### src/rtl/apb_cmd_master.sv
// Single-outstanding APB master: decodes slave from CMD_ADDR[9:8], runs SETUP/ACCESS, holds the response until taken.
// Optional ACCESS-phase timeout is enabled by defining APB_CMD_MASTER_TIMEOUT_EN.
module apb_cmd_master #(
  parameter int DATAWIDTH = 32,
  parameter int ADDRWIDTH = 10,
  parameter int NSLAVE    = 4,
  parameter int TIMEOUT   = 16
) (
  input  logic                        APB_CLK,
  input  logic                        APB_RESET,
  input  logic                        CMD_VALID,
  output logic                        CMD_READY,
  input  logic                        CMD_WRITE,
  input  logic [ADDRWIDTH-1:0]        CMD_ADDR,
  input  logic [DATAWIDTH-1:0]        CMD_WDATA,
  output logic                        RSP_VALID,
  input  logic                        RSP_READY,
  output logic [DATAWIDTH-1:0]        RSP_RDATA,
  output logic                        RSP_ERR,
  output logic [NSLAVE-1:0]           APB_SEL,
  output logic                        APB_ENABLE,
  output logic                        APB_WRITE,
  output logic [DATAWIDTH-1:0]        APB_ADDR,
  output logic [DATAWIDTH-1:0]        APB_WDATA,
  input  logic [NSLAVE*DATAWIDTH-1:0] APB_RDATA,
  input  logic [NSLAVE-1:0]           APB_READY
);

  if (NSLAVE < 1 || NSLAVE > 4 || TIMEOUT < 1 || ADDRWIDTH < 2) begin : g_param_check
    $error("apb_cmd_master: unsupported parameter combination");
  end

  typedef enum logic [1:0] {IDLE, SETUP, ACCESS, RESP} state_t;

  state_t               state;
  logic [1:0]           sel_idx;
  logic [1:0]           cmd_idx;
  logic                 cmd_ok;
  logic                 sel_ready;
  logic [DATAWIDTH-1:0] sel_rdata;
  logic                 timed_out;

  assign cmd_idx = CMD_ADDR[ADDRWIDTH-1 -: 2];
  assign cmd_ok  = ({1'b0, cmd_idx} < 3'(NSLAVE));

  // Only the selected slave's READY/RDATA are looked at; all other lanes are ignored.
  always_comb begin
    sel_ready = 1'b0;
    sel_rdata = '0;
    for (int i = 0; i < NSLAVE; i++) begin
      if (sel_idx == 2'(i)) begin
        sel_ready = APB_READY[i];
        sel_rdata = APB_RDATA[i*DATAWIDTH +: DATAWIDTH];
      end
    end
  end

`ifdef APB_CMD_MASTER_TIMEOUT_EN
  localparam int CW = $clog2(TIMEOUT + 1);
  logic [CW-1:0] acc_cnt;

  // acc_cnt holds k-1 during the k-th ACCESS cycle.
  assign timed_out = (acc_cnt == CW'(TIMEOUT - 1));
`else
  assign timed_out = 1'b0;
`endif

  always_ff @(posedge APB_CLK or posedge APB_RESET) begin
    if (APB_RESET) begin
      state      <= IDLE;
      sel_idx    <= '0;
      CMD_READY  <= 1'b0;
      RSP_VALID  <= 1'b0;
      RSP_RDATA  <= '0;
      RSP_ERR    <= 1'b0;
      APB_SEL    <= '0;
      APB_ENABLE <= 1'b0;
      APB_WRITE  <= 1'b0;
      APB_ADDR   <= '0;
      APB_WDATA  <= '0;
`ifdef APB_CMD_MASTER_TIMEOUT_EN
      acc_cnt    <= '0;
`endif
    end else begin
      case (state)
        IDLE: begin
          CMD_READY <= 1'b1;
          if (CMD_VALID && CMD_READY) begin
            CMD_READY <= 1'b0;
            if (cmd_ok) begin
              state     <= SETUP;
              sel_idx   <= cmd_idx;
              APB_SEL   <= NSLAVE'(1) << cmd_idx;
              APB_WRITE <= CMD_WRITE;
              APB_ADDR  <= DATAWIDTH'(CMD_ADDR);
              APB_WDATA <= CMD_WDATA;
`ifdef APB_CMD_MASTER_TIMEOUT_EN
              acc_cnt   <= '0;
`endif
            end else begin
              // Unmapped window: answer immediately, the APB bus never moves.
              state     <= RESP;
              RSP_VALID <= 1'b1;
              RSP_ERR   <= 1'b1;
              RSP_RDATA <= '0;
            end
          end
        end

        SETUP: begin
          state      <= ACCESS;
          APB_ENABLE <= 1'b1;
        end

        ACCESS: begin
          if (sel_ready) begin
            state      <= RESP;
            APB_SEL    <= '0;
            APB_ENABLE <= 1'b0;
            RSP_VALID  <= 1'b1;
            RSP_ERR    <= 1'b0;
            RSP_RDATA  <= APB_WRITE ? '0 : sel_rdata;
          end else if (timed_out) begin
            state      <= RESP;
            APB_SEL    <= '0;
            APB_ENABLE <= 1'b0;
            RSP_VALID  <= 1'b1;
            RSP_ERR    <= 1'b1;
            RSP_RDATA  <= '0;
          end
`ifdef APB_CMD_MASTER_TIMEOUT_EN
          else begin
            acc_cnt <= acc_cnt + 1'b1;
          end
`endif
        end

        RESP: begin
          if (RSP_READY) begin
            state     <= IDLE;
            RSP_VALID <= 1'b0;
            CMD_READY <= 1'b1;
          end
        end

        default: state <= IDLE;
      endcase
    end
  end

endmodule

### config.mk
export PLATFORM = sky130hd
export DESIGN_NAME = apb_cmd_master
export DESIGN_NICKNAME = d
export VERILOG_FILES = /design/src/rtl/apb_cmd_master.sv
export SDC_FILE = /design/constraint.sdc
export NUM_CORES = 1
export LEC_CHECK = 0
export CAP_MARGIN = 20
export CORE_UTILIZATION = 35
export DETAILED_ROUTE_END_ITERATION = 10
export GPL_ROUTABILITY_DRIVEN = 0
export GPL_TIMING_DRIVEN = 0
export MAX_ROUTING_LAYER = met4
export PLACE_DENSITY = 0.78
export SYNTH_ARGS = -nofsm -noshare
export SYNTH_HDL_FRONTEND = slang
export SYNTH_SLANG_ARGS = --single-unit
### constraint.sdc
create_clock -name APB_CLK -period 3.85 [get_ports APB_CLK]
set_clock_uncertainty 0.1 [all_clocks]
set_input_delay 0.77 -clock APB_CLK [delete_from_list [all_inputs] [get_ports APB_CLK]]
set_output_delay 0.77 -clock APB_CLK [all_outputs]
set_load 0.05 [all_outputs]
* Word-level counts from Yosys, hierarchy flattened
Cells that the tools add are included.
** Word-level totals
- Input bits :: 179
- Register bits :: 86
- Output and inout port bits :: 105
** Cells by class
- Reductions and logical operators :: 14
- Eq/ne operators :: 9
- Muxes and demuxes :: 24
- Shifts and indexed selects :: 1
** Operators with widths (number)
- $mux W32 :: 5
- $mux W1 :: 9
- $reduce_and A3 Y1 :: 3
- $eq A2 B2 Y1 const B :: 4
- $mux W4 :: 2
- $pmux W2 S4 :: 1
- $pmux W4 S2 :: 1
- $reduce_and A2 Y1 :: 4
- $reduce_bool A2 Y1 :: 4
- $mux W2 :: 3
- $ne A2 B2 Y1 const B :: 3
- $pmux W1 S2 :: 3
- $eq A2 B1 Y1 const B :: 2
- $logic_not A2 Y1 :: 2
- $shl A1 B2 Y4 const A :: 1
- $logic_and A1 B1 Y1 :: 1

* Longest topological paths before layout
- Word-level depth :: 7
- Mapped depth :: 6

* Least setup slack after synthesis
OpenSTA, ideal clock, no wires.
- Path kind :: register -> register
- From :: register sel_idx[0]
- To :: register RSP_RDATA[0]
- Period minus slack after synthesis :: 1.988 ns
- Required time :: 3.623 ns
- Slack :: 1.862 ns
- Library setup time :: 0.127 ns
- Cell stages (with the launch flop) :: 6
- Arrival time :: 1.761 ns
- Cell sequence :: dfrtp_1 -> buf_6 -> buf_2 -> mux4_2 -> nand2b_1 -> o21ai_0
** Between the ends
- Cells in the longest elaborated chain, start to end :: 6
- Elaborated cells on any way between the ends :: 14
- Those cells by class :: 3 x eq/ne; 9 x mux; 2 x reduce/logical
** Ends and longest elaborated chain
- start, declared :: line 36 : logic [1:0] sel_idx;
- start signal, assigned :: line 92 : sel_idx <= cmd_idx;
- $logic_not A2 Y1 :: line 51 : if (sel_idx == 2'(i)) begin
- $mux W32 or $mux W1 (tied branches) (4 in series) :: line 51
- $mux W32 or $reduce_and A2 Y1 (tied branches)
- end signal, assigned :: line 122 : RSP_RDATA <= APB_WRITE ? '0 : sel_rdata;
- end, declared :: line 18 : output logic [DATAWIDTH-1:0] RSP_RDATA,
Several ways; a longest one is shown, not always the timed one.
A chain may end at the register's enable or synchronous reset.

* Worst setup path after layout
- From :: register APB_WRITE
- To :: output port APB_WRITE
** RTL lines
- start, declared :: line 22 : output logic APB_WRITE,
- start signal, assigned :: line 78 : APB_WRITE <= 1'b0;
- start signal, assigned :: line 94 : APB_WRITE <= CMD_WRITE;
No word-level cell between the ends.

==> metrics <==
Mapped Avg Cell Area=12.86 µm²; f_max=0.3911 GHz; post-CTS resize count=0; antenna violations before repair=0; Simple-Gate Fraction of Synth Area=9.130%; Compound-Gate Fraction of Synth Area=5.717%; post-synthesis sequential area ratio=47.78%; Comb power frac=around 64%; Die ar.=0.01302 mm²; switch share=47.31%; gr ovfl total=0; final WL=roughly 13 mm; Vias=3787; Seq pwr share=23.6%; slowest CP cell=clkdlybuf4s50_1; count of flip-flops with a built-in enable after synthesis=0; FFs w/ async S/R, synth=100.0%; Clock Sinks=84; Final Hold Vio Count=0; max-slew violation count=0; Max stage delay on crit path=~860 ps; period utilisation layout=66.42%; dpl hpwl=10.83 mm; Final Instance Area=0.007602 mm²; first-pass GRT wire length=20.60 mm; cell count after synthesis=342; H-tree Lvls=3; mux share of post-synthesis cell area=28.90%; CTS tree=built; worst-margin pin slew=681.7 ps; Die Ht=between 100 and 150 µm; layout cells sized above 1=21.37%; IO Port Bufs=260; fill count=1006; count of final setup violators=0; largest net degree at the start of global routing=66; Final nets=818; root buffer cell=clkbuf_16; top-level port count=284; Multi-input gate area=0.002048 mm²; clock slew at reported path FFs=60 ps; area grow syn2layout=72.81%; DP Worst Slack=1348 ps; DR vias/cell=4.681; Clock Path Buffers=2; Worst Path Arrival=~1700 ps; Leakage=3.163 nW; top cells by count, synth=dfrtp_1, mux2_2, nand2_1; Netlist cell types=27; adder-cell share of the synthesized area=0.8532%; post-synthesis cell area=roughly 0.0044 mm²; Hold Buf Count CTS=0; NetSw=0.003117 W; PD cells=a little under 900 mW/mm²; Initial Util=36.32%; initial drt markers=156; core area=0.01211 mm²; Tightest Hold Check Type=flip-flop to flip-flop; RSZ-0062 raised after global routing=false; Synth top area share=roughly 48%; average wire per standard cell=16.38 µm; Post-CTS Repair Setup Buffers=0; most area-consuming cells after synthesis=dfrtp_1, mux4_2, mux2_2; Final Util=62.77%; dominant cell type by area after synthesis=dfrtp_1; drt drc=0; vias in the first global route=4115; Skew-Pair Late Insertion Delay=340 ps; Die Width=~110 µm; CP Max Fanout=7; setup ws final=around 1300 ps; GRT Resource Usage Total=21.64%; top-count cell post-synth=dfrtp_1; total design power=0.006587 W; worst vdd ir=0.5328 mV; #FFs+latches synth=between 80 and 90; Crit Path Category=flip-flop to output pin; clock power share=12.2%; post-route ant nets=0; drt pass-1 iters=4; row cnt=40; CP bufs+invs=1; Top Family by Delay on Critical Path=buffers and inverters; Placed Instance Area=0.007325 mm²; Main synth FF type=dfrtp_1; cts bufs inserted=9; internal power=~0.0035 W; Max Cap Violations=0; status=completed; antenna cells=0; Sequential cell area=0.002102 mm²; critical path data required time=between 2000 and 3000 ps; Startpoint Class=flip-flop; Crit. End Element=output pin; Post-Synth XOR/XNOR Area=0%; Warnings, synthesis=0; slew margin rel.=between 50% and 60%; worst-path cell chain=clkdlybuf4s50_1; fin crit period=2557 ps; largest family of logic cells by synthesized area=multiplexers
-- power by group through the flow --
stage / sequential [W] / clock [W] / combinational, W
floorplan: 0.00296 / 0 / 0.00145
global placement: 0.00154 / 0 / 0.00418
detailed placement: 0.00157 / 0 / 0.00426
CTS: 0.00156 / 0.000831 / 0.00427
global route: 0.00160 / 0.000873 / 0.00446
finish: 0.00155 / 0.000806 / 0.00423
-- per-layer routing --
metal | up-vias | global-route usage [%] | wire length [µm]
met2 | 154 | 37.09 | 6988
met5 | - | - | 0
li1 | 1760 | - | -
met4 | 0 | 6.494 | 256
met1 | 1853 | 23.29 | 4952
met3 | 20 | 8.100 | 1055
-- sequential cells by signal, indices dropped and copies added, names as in the netlist --
register	cells
APB_WDATA	32
RSP_RDATA	32
APB_ADDR	8
APB_SEL	4
sel_idx	2
state	2
APB_ENABLE	1
APB_WRITE	1
CMD_READY	1
RSP_VALID	1
-- path summary, 6_finish.rpt --
| kind | start | end | slack (ps) | cells after the start |
|---|---|---|---|---|
| hold reg to reg | RSP_RDATA[17]$_DFFE_PP0P_ | RSP_RDATA[17]$_DFFE_PP0P_ | 380 | 2 |
| max in group asynchronous | APB_RESET | RSP_VALID$_DFFE_PP0P_ | 2430 | 3 |
| setup / recovery | APB_WRITE$_DFFE_PP0P_ | APB_WRITE | 1290 | 1 |
| hold / removal | RSP_RDATA[17]$_DFFE_PP0P_ | RSP_RDATA[17]$_DFFE_PP0P_ | 380 | 2 |
| min in group asynchronous | APB_RESET | APB_WDATA[25]$_DFFE_PP0P_ | 620 | 2 |
| setup reg to reg | state[0]$_DFFE_PP0P_ | APB_SEL[1]$_DFFE_PP0P_ | 1870 | 6 |
-- area by class of cell --
cell class / instances / share of cell area [%]
timing repair buffer: 261 / 34.60
buffer: 44 / 4.115
inverter: 5 / 0.2798
clock buffer: 9 / 2.962
sequential: 84 / 27.65
multi-input combinational: 231 / 26.94
tap: 168 / 2.765
clock inverter: 7 / 0.6912
-- through the flow --
step	TNS (ps)	hold slack [ps]	instances
floorplan	0	434.0	364
global placement	-43870	364.7	792
detailed placement	0	369.8	793
CTS	0	383.2	809
global route	0	412.8	809
finish	0	376.8	809
-- placed cells by master, fill, tap and decap left out, types with 5 or more instances in the layout --
| cell | n |
|---|---|
| clkdlybuf4s50_1 | 260 |
| dfrtp_1 | 84 |
| mux2_2 | 46 |
| nand2_1 | 38 |
| nand2b_1 | 34 |
| mux4_2 | 33 |
| o21ai_0 | 33 |
| buf_4 | 27 |
| conb_1 | 23 |
| clkbuf_16 | 9 |
| buf_2 | 7 |
| buf_6 | 5 |
| clkbuf_1 | 5 |
-- cell families (layout without fill, tap and decap cells) --
kind of cell / after synthesis / count (layout)
compound gates: 45 / 45
fa+ha+maj: 3 / 3
buf+inv: 49 / 326
flops: 84 / 84
mux: 80 / 80
other cells: 1 / 23
simple gates: 80 / 80
(Power assumes the default switching activity.)
